**src/rtl/core_seq.sv**
```systemverilog
// Tile sequencer for the corelet: weight L0 fill, kernel load, activation L0 fill, execute, output drain.
// Optional relu flag on accumulated output is enabled by defining CORE_SEQ_RELU_EN.
module core_seq #(
  parameter int row     = 8,
  parameter int col     = 8,
  parameter int addr_bw = 11
) (
  input  logic               clk,
  input  logic               reset,
  input  logic               start,
  input  logic [7:0]         num_x,
  input  logic               ofifo_valid,
  output logic [33:0]        inst,
  output logic               xmem_cen,
  output logic [addr_bw-1:0] xmem_addr,
  output logic               busy,
  output logic               done
);

  typedef enum logic [2:0] {
    IDLE, W_L0, W_LOAD, X_L0, EXEC, DRAIN, FIN
  } state_e;

  localparam int CW = 16;
  localparam logic [CW-1:0] ONE    = CW'(1);
  localparam logic [CW-1:0] W_END  = CW'(col - 1);
  localparam logic [CW-1:0] L_END  = CW'(row + col - 1);
  localparam logic [CW-1:0] RC_LEN = CW'(row + col);
  localparam logic [addr_bw-1:0] ADDR_ONE = addr_bw'(1);

  state_e               state_q, state_d;
  logic [CW-1:0]        cnt_q, cnt_d;
  logic [7:0]           numx_q, numx_d;
  logic [7:0]           rd_q, rd_d;
  logic [addr_bw-1:0]   addr_q, addr_d;
  logic [CW-1:0]        numx_ext;

  logic cen_q, cen_d;
  logic kload_q, kload_d;
  logic exec_q, exec_d;
  logic l0rd_q, l0rd_d;
  logic ofrd_q, ofrd_d;
  logic busy_q, busy_d;
  logic done_q, done_d;
  logic l0wr_q;
  logic acc_q;
  logic relu_bit;

  assign numx_ext = {{(CW-8){1'b0}}, numx_q};

  // ofifo_valid acts as a valid with inst[6] as the pop: a pop is issued on the
  // edge where ofifo_valid is seen high in DRAIN with reads still owed.
  always_comb begin
    state_d = state_q;
    cnt_d   = cnt_q + ONE;
    numx_d  = numx_q;
    rd_d    = rd_q;
    addr_d  = addr_q;
    ofrd_d  = 1'b0;
    case (state_q)
      IDLE: begin
        cnt_d = '0;
        if (start) begin
          state_d = W_L0;
          numx_d  = num_x;
          addr_d  = '0;
        end
      end
      W_L0: begin
        if (cnt_q == W_END) begin
          state_d = W_LOAD;
          cnt_d   = '0;
        end else begin
          addr_d = addr_q + ADDR_ONE;
        end
      end
      W_LOAD: begin
        if (cnt_q == L_END) begin
          cnt_d = '0;
          if (numx_q == 8'd0) begin
            state_d = FIN;
          end else begin
            state_d = X_L0;
            addr_d  = addr_q + ADDR_ONE;
          end
        end
      end
      X_L0: begin
        if (cnt_q == numx_ext - ONE) begin
          state_d = EXEC;
          cnt_d   = '0;
        end else begin
          addr_d = addr_q + ADDR_ONE;
        end
      end
      EXEC: begin
        if (cnt_q == numx_ext + RC_LEN - ONE) begin
          state_d = DRAIN;
          cnt_d   = '0;
          rd_d    = numx_q;
        end
      end
      DRAIN: begin
        cnt_d = cnt_q;
        if (rd_q == 8'd0) begin
          state_d = FIN;
        end else if (ofifo_valid) begin
          ofrd_d = 1'b1;
          rd_d   = rd_q - 8'd1;
        end
      end
      FIN: begin
        state_d = IDLE;
        cnt_d   = '0;
      end
      default: begin
        state_d = IDLE;
        cnt_d   = '0;
      end
    endcase

    // Outputs decode the upcoming state so the registered copies line up with state_q.
    cen_d   = !(state_d == W_L0 || state_d == X_L0);
    kload_d = (state_d == W_LOAD);
    exec_d  = (state_d == EXEC);
    l0rd_d  = kload_d || (exec_d && (cnt_d < numx_ext));
    busy_d  = (state_d != IDLE);
    done_d  = (state_d == FIN);
  end

  always_ff @(posedge clk) begin
    if (reset) begin
      state_q <= IDLE;
      cnt_q   <= '0;
      numx_q  <= '0;
      rd_q    <= '0;
      addr_q  <= '0;
      cen_q   <= 1'b1;
      kload_q <= 1'b0;
      exec_q  <= 1'b0;
      l0rd_q  <= 1'b0;
      ofrd_q  <= 1'b0;
      busy_q  <= 1'b0;
      done_q  <= 1'b0;
      l0wr_q  <= 1'b0;
      acc_q   <= 1'b0;
    end else begin
      state_q <= state_d;
      cnt_q   <= cnt_d;
      numx_q  <= numx_d;
      rd_q    <= rd_d;
      addr_q  <= addr_d;
      cen_q   <= cen_d;
      kload_q <= kload_d;
      exec_q  <= exec_d;
      l0rd_q  <= l0rd_d;
      ofrd_q  <= ofrd_d;
      busy_q  <= busy_d;
      done_q  <= done_d;
      // L0 write trails the SRAM enable by one cycle to absorb read latency.
      l0wr_q  <= ~cen_q;
      acc_q   <= ofrd_q;
    end
  end

`ifdef CORE_SEQ_RELU_EN
  logic relu_q;
  always_ff @(posedge clk) begin
    if (reset) relu_q <= 1'b0;
    else       relu_q <= ofrd_q;
  end
  assign relu_bit = relu_q;
`else
  assign relu_bit = 1'b0;
`endif

  assign inst      = {acc_q, 26'd0, ofrd_q, relu_bit, 1'b0, l0rd_q, l0wr_q, exec_q, kload_q};
  assign xmem_cen  = cen_q;
  assign xmem_addr = addr_q;
  assign busy      = busy_q;
  assign done      = done_q;

endmodule

```
**config.mk**
```make
export PLATFORM = sky130hd
export DESIGN_NAME = core_seq
export DESIGN_NICKNAME = d
export VERILOG_FILES = /design/src/rtl/core_seq.sv
export SDC_FILE = /design/constraint.sdc
export NUM_CORES = 1
export LEC_CHECK = 0
export BUFFER_PORTS_ARGS = -buffer_cell sky130_fd_sc_hd__buf_2
export CAP_MARGIN = 10
export CORE_MARGIN = 1
export CORE_UTILIZATION = 45
export CTS_BUF_LIST = sky130_fd_sc_hd__clkbuf_4
export CTS_CLUSTER_DIAMETER = 60
export DETAILED_ROUTE_END_ITERATION = 6
export GPL_TIMING_DRIVEN = 1
export PLACE_DENSITY_LB_ADDON = 0.15
export SYNTH_ARGS = -nofsm -noshare
export SYNTH_HDL_FRONTEND = slang
export SYNTH_SLANG_ARGS = --single-unit
```
**constraint.sdc**
```tcl
create_clock -name clk -period 3.43 [get_ports clk]
set_input_delay 0.343 -clock clk [delete_from_list [all_inputs] [get_ports clk]]
set_output_delay 0.343 -clock clk [all_outputs]
set_load 0.01 [all_outputs]
```
Yosys cells after proc, flatten, opt, wreduce, memory -nomap -nowiden
Cells that the tools add are included.

Register bits after elaboration: 55. Output and inout port bits: 48. Logic and storage cells: 83.

Add/sub/neg operators: 6. Magnitude comparators: 1. Equality and inequality tests: 22. Muxes and demuxes: 24. Bitwise operators: 2. Reductions and logical operators: 14.

Operators with widths (count): 16-bit one-hot mux with 5 select lines (1); 16-bit 2-to-1 mux (4); 11-bit 2-to-1 mux (5); 11-bit one-hot mux with 4 select lines (1); 16-bit equality test (2); 8-bit 2-to-1 mux (3); 3-bit 2-to-1 mux (7); 3-bit one-hot mux with 6 select lines (1); 16-bit by 1-bit adder with 16-bit output (second input constant) (1); 16-bit by 3-bit equality test with 1-bit output (second input constant) (1); 16-bit by 4-bit equality test with 1-bit output (second input constant) (1); 8-bit logical NOT (2); 16-bit by 8-bit < comparator with 1-bit output (1); 2-bit != test (second input constant) (8); 8-bit one-hot mux with 2 select lines (1); 3-bit by 2-bit equality test with 1-bit output (second input constant) (4); 3-bit equality test (second input constant) (4); 11-bit by 1-bit adder with 11-bit output (second input constant) (1); 9-bit by 1-bit subtractor with 10-bit output (second input constant) (1); 8-bit by 5-bit adder with 9-bit output (second input constant) (1); 8-bit by 1-bit subtractor with 9-bit output (second input constant) (1); 8-bit by 1-bit subtractor with 8-bit output (second input constant) (1); 3-bit by 1-bit equality test with 1-bit output (second input constant) (2); 6-bit AND reduction (1); other kinds (12) (14).

Logic depth before layout (Yosys ltp)
Word-level depth: 8. Gate-level depth with buffers: 20. Depth with buffers taken out: 18.

Worst setup path after synthesis
OpenSTA, ideal clock, no wires.

Path type: register to register. From: register numx_q[0]. To: register l0rd_q. Setup time: 0.071 ns. Arrival: 3.655 ns. Data required time: 3.359 ns. Setup slack: -0.296 ns. Stages on the path, launching flop included: 21. Buffers on the path: 2. Clock period less this slack: 3.726 ns. Cell sequence: dfxtp_1 buf_6 inv_1 ha_1 nor3b_1 nor3_1 a2111o_1 a2111oi_1 o31a_1 buf_6 a21oi_1 o21ai_0 o21ai_0 ha_1 a21oi_1 nor2b_1 o21ai_0 nand2_1 nor4_2 o2111ai_1 o21bai_1.

Longest elaborated chain between the ends: 8. Elaborated cells between the ends (all ways): 19.

RTL lines: from (decl) (line 33) `logic [7:0] numx_q, numx_d;`; from (signal assigned) (line 150) `numx_q <= numx_d;`; 8-bit by 5-bit adder with 9-bit output (line 97) `if (cnt_q == numx_ext + RC_LEN - ONE) begin`; 9-bit by 1-bit subtractor with 10-bit output (line 97); 16-bit equality test (line 97); 16-bit 2-to-1 mux (line 97); 16-bit one-hot mux with 5 select lines * (line 60) `case (state_q)`; via cnt_d[5] (line 32) `logic [CW-1:0] cnt_q, cnt_d;`; 16-bit by 8-bit < comparator with 1-bit output * (line 126) `l0rd_d = kload_d || (exec_d && (cnt_d < numx_ext));`; 1-bit logical AND * (line 126); 1-bit logical OR * (line 126); to (signal assigned) (line 156) `l0rd_q <= l0rd_d;`; to (decl) (line 41) `logic l0rd_q, l0rd_d;`.

Mark *: on every way through the listed nets, which the timed path passes. The rest lies on a longest branch. A chain may end at the register's enable or synchronous reset.

Worst setup path after layout
From: register numx_q[1]. To: register l0rd_q.

Same word-level chain as after synthesis.

==> impl_metrics.csv <==
group,metric,value,unit
run_status,outcome,"finished, violations left",
run_status,violations,"setup timing",
worst_setup_path,path_class,"flop to flop",
synth,synth_compound_area_frac,0.204,
drt,avgViaCountPerCell,5.50,
finish,diodes,0,
cts,root_buffer,"clkbuf_4",
synth,netlist_instances,486,
global_routing,grt_pass1_vias,3353,
cts,h-tree-depth,2,
cts,clock_sinks,55,
worst_setup_path,cp-start-kind,"flop",
worst_setup_path,endpoint_kind,"flop",
pwr,p_leak,1.93,nW
timing,setup_slack,-0.216,ns
pwr,seqPwrFrac,0.513,
finish,area_growth,17.0,%
global_routing,grt_pass1_wl,16200,um
synth,synth_cell_types,73,
floorplanning,initial_utilization,0.463,
floorplanning,fp.coreArea,0.00822,sq mm
cts,insertion_delay,0.39,ns
drt,firstDrtPassIters,5,
pwr,powerDensity,291,mW/mm^2
synth,yosysWarnings,0,
run,max_cap_violations,0,
finish,layout-drive-gt1-share,0.267,
global_routing,grt_max_degree,41,
worst_setup_path,critPathRequiredTime,3.74,ns
drt,drtIter0Drc,203,
finish,nets,581,
drt,via_count,3653,
drt,drt_wl_total,9840,um
pwr,p_int,884,uW
pwr,pwr-share-comb,0.228,
synth,synth-adder-area-share,0.0362,
cts,hold_buffers,0,
timing,worst_slew_pin_slew,0.758,ns
synth,syn_area_per_cell,7.83,sq um
synth,synth_top_family_by_area,"simple AND/OR/NAND/NOR gates",
timing,finalClockSkew,0.00732,ns
place,port_buffers,31,
pwr,total_power,1.30,mW
finish,fin_cells,664,
finish,post-route-util,0.542,
synth,ys_ff_latch,55,
timing,fmaxAchievable,274,MHz
finish,fill_cells,806,
synth,async_flop_share,0,
floorplanning,die_h,94.0,um
place,hpwl,7400,um
worst_setup_path,cp.arrival,3.95,ns
timing,setup-violations-final,1,
synth,ys_seq_area_frac,0.289,
drt,drc,0,
pwr,p_sw_frac,0.318,
timing,rsz0062_at_grt,"true",
place,dp.cells,650,
pwr,ir_drop,0.195,mV
synth,synthSimpleGateAreaFrac,0.266,
timing,min_period,3.65,ns
timing,max_slew_margin,0.495,
synth,synthXorXnorAreaFrac,0.0500,
drt,postRouteAntennaNets,0,
floorplanning,rows,33,
floorplanning,pin_count,60,
global_routing,grt.overflow.total,0,
pwr,p_switching,413,uW
timing,slew_violations,0,
synth,ys.flop_type,"dfxtp_1",
cts,cts_buffers,5,
timing,hold_viol,0,
place,place.gp.congestion,0.966,
synth,synth.area.mux_share,0.00789,
worst_setup_path,worstPathMaxFanout,3,
worst_hold_path,min_path_type,"input pin to flop",
global_routing,antenna_found_initial,0,
drt,wl_per_cell,14.8,um
synth,synth-edff-count,0,
cts,cts_tree,"yes",
cts,clkTransAtPathRegs,0.18,ns
place,post-place-ws,-0.347,ns
timing,setup_tns,-0.216,ns
floorplanning,die_w,94.0,um
floorplanning,fp.dieArea,0.00883,sq mm
synth,syn-cell-area,0.00380,sq mm
cts,clockBufferDepth,2,
pwr,clkPwrFrac,0.259,
timing,period_share,1.06,
global_routing,grt_use_total,0.234,
[worst paths after layout]
check,slack (ns),cells after the start,endpoint,start
max reg2reg,-0.22,14,l0rd_q,numx_q[1]
max,-0.22,14,l0rd_q,numx_q[1]
min reg2reg,0.41,1,l0wr_q,xmem_cen
min,0.16,3,numx_q[5],num_x[5]
[what timing repair did]
item / 4_1_cts / 5_1_grt
pin swaps: 12 / 7
endpoints found under the hold margin: 0 / 0
setup buffers: 5 / 1
gates resized for setup: 14 / 13
setup endpoints to repair: 1 / 1
[cell type report]
cell class                 instances  area, sq um  area share
tap                              105          131      0.0295
clock inverter                     3         33.8     0.00759
timing repair buffer             104          722       0.162
clock buffer                       5         37.5     0.00843
inverter                          16         60.1      0.0135
sequential                        55         1110       0.248
multi-input combinational        376         2360       0.530
[logic make-up after synthesis]
group,count (synthesis)
xor+xnor,20
simple gates,199
flops,55
fa+ha+maj,11
buf+inv,82
other cells,1
compound gates,115
mux,3
[through the flow]
step	hold slack, ns	cell area, sq um
detailed placement	0.396	4250
finish	0.160	4450
floorplan	0.423	3960
global placement	0.391	4250
CTS	0.134	4420
global route	0.121	4450
[synth_stat cells, types with 3 or more instances]
| cell type | count | share of area |
|---|---|---|
| a2111o_1 | 3 | 0.0089 |
| a211oi_1 | 4 | 0.0079 |
| a21oi_1 | 37 | 0.049 |
| mux2i_1 | 3 | 0.0079 |
| a31oi_1 | 3 | 0.0049 |
| nor3_1 | 19 | 0.025 |
| clkbuf_1 | 13 | 0.013 |
| o21ai_0 | 24 | 0.032 |
| xor2_1 | 11 | 0.025 |
| or3_1 | 7 | 0.012 |
| dfxtp_1 | 55 | 0.29 |
| ha_1 | 11 | 0.036 |
| xnor2_1 | 8 | 0.018 |
| and3_1 | 8 | 0.013 |
| nor4_1 | 7 | 0.012 |
| o211a_1 | 3 | 0.0079 |
| a21o_1 | 5 | 0.0099 |
| nand3_1 | 10 | 0.013 |
| a21boi_0 | 3 | 0.0059 |
| nand2b_1 | 3 | 0.0049 |
| nor2b_1 | 11 | 0.018 |
| inv_1 | 15 | 0.015 |
| nand4_1 | 11 | 0.018 |
| buf_4 | 37 | 0.073 |
| nand2_1 | 51 | 0.050 |
| o2111ai_1 | 3 | 0.0069 |
| nand3b_1 | 3 | 0.0059 |
| o21bai_1 | 3 | 0.0059 |
| clkbuf_8 | 6 | 0.022 |
| buf_6 | 6 | 0.018 |
| nor2_1 | 48 | 0.047 |
| buf_2 | 3 | 0.0039 |
[routing by layer]
layer	track usage	share of wire
met2	0.384	0.47
met4	0.0897	0.025
met5	0	0
met1	0.309	0.46
met3	0.0324	0.046
[cell usage in the layout, fill, tap and decap left out, types with 13 or more instances in the layout]
cell and n:
a21oi_1 36, buf_2 31, nor3_1 17, dfxtp_1 51, conb_1 28, o21ai_0 16
nand2_1 49, buf_4 68, nor2_1 48, inv_1 13
[worst max-delay path, stage by stage (launching register included)]
cell       delay (ns)
dfxtp_2          0.37
or4_4            0.54
buf_4            0.16
a2111o_1         0.42
a211oi_2         0.23
nand4_1          0.22
and2_4           0.23
nor2_1           0.14
buf_4            0.13
o21ai_0          0.12
ha_1             0.30
o21ai_0          0.09
a221o_1          0.37
o2111ai_1        0.18
o21bai_1         0.08
[state kept, by name, indices dropped and copies added, names as in the netlist]
name       cells
acc_q          1
busy           1
cnt_q         16
done           1
exec_q         1
kload_q        1
l0rd_q         1
l0wr_q         1
numx_q         8
ofrd_q         1
rd_q           8
state_q        3
xmem_addr     11
xmem_cen       1
[power by group through the flow]
| stage | Sequential, mW | Clock, mW | Combinational [mW] |
|---|---|---|---|
| after floorplan | 0.674 | 0 | 0.207 |
| after detailed placement | 0.678 | 0 | 0.271 |
| after global placement | 0.677 | 0 | 0.270 |
| after CTS | 0.665 | 0.349 | 0.286 |
| final | 0.665 | 0.336 | 0.295 |
| after global routing | 0.668 | 0.371 | 0.322 |
No activity file was read; power rests on OpenSTA's default activity.
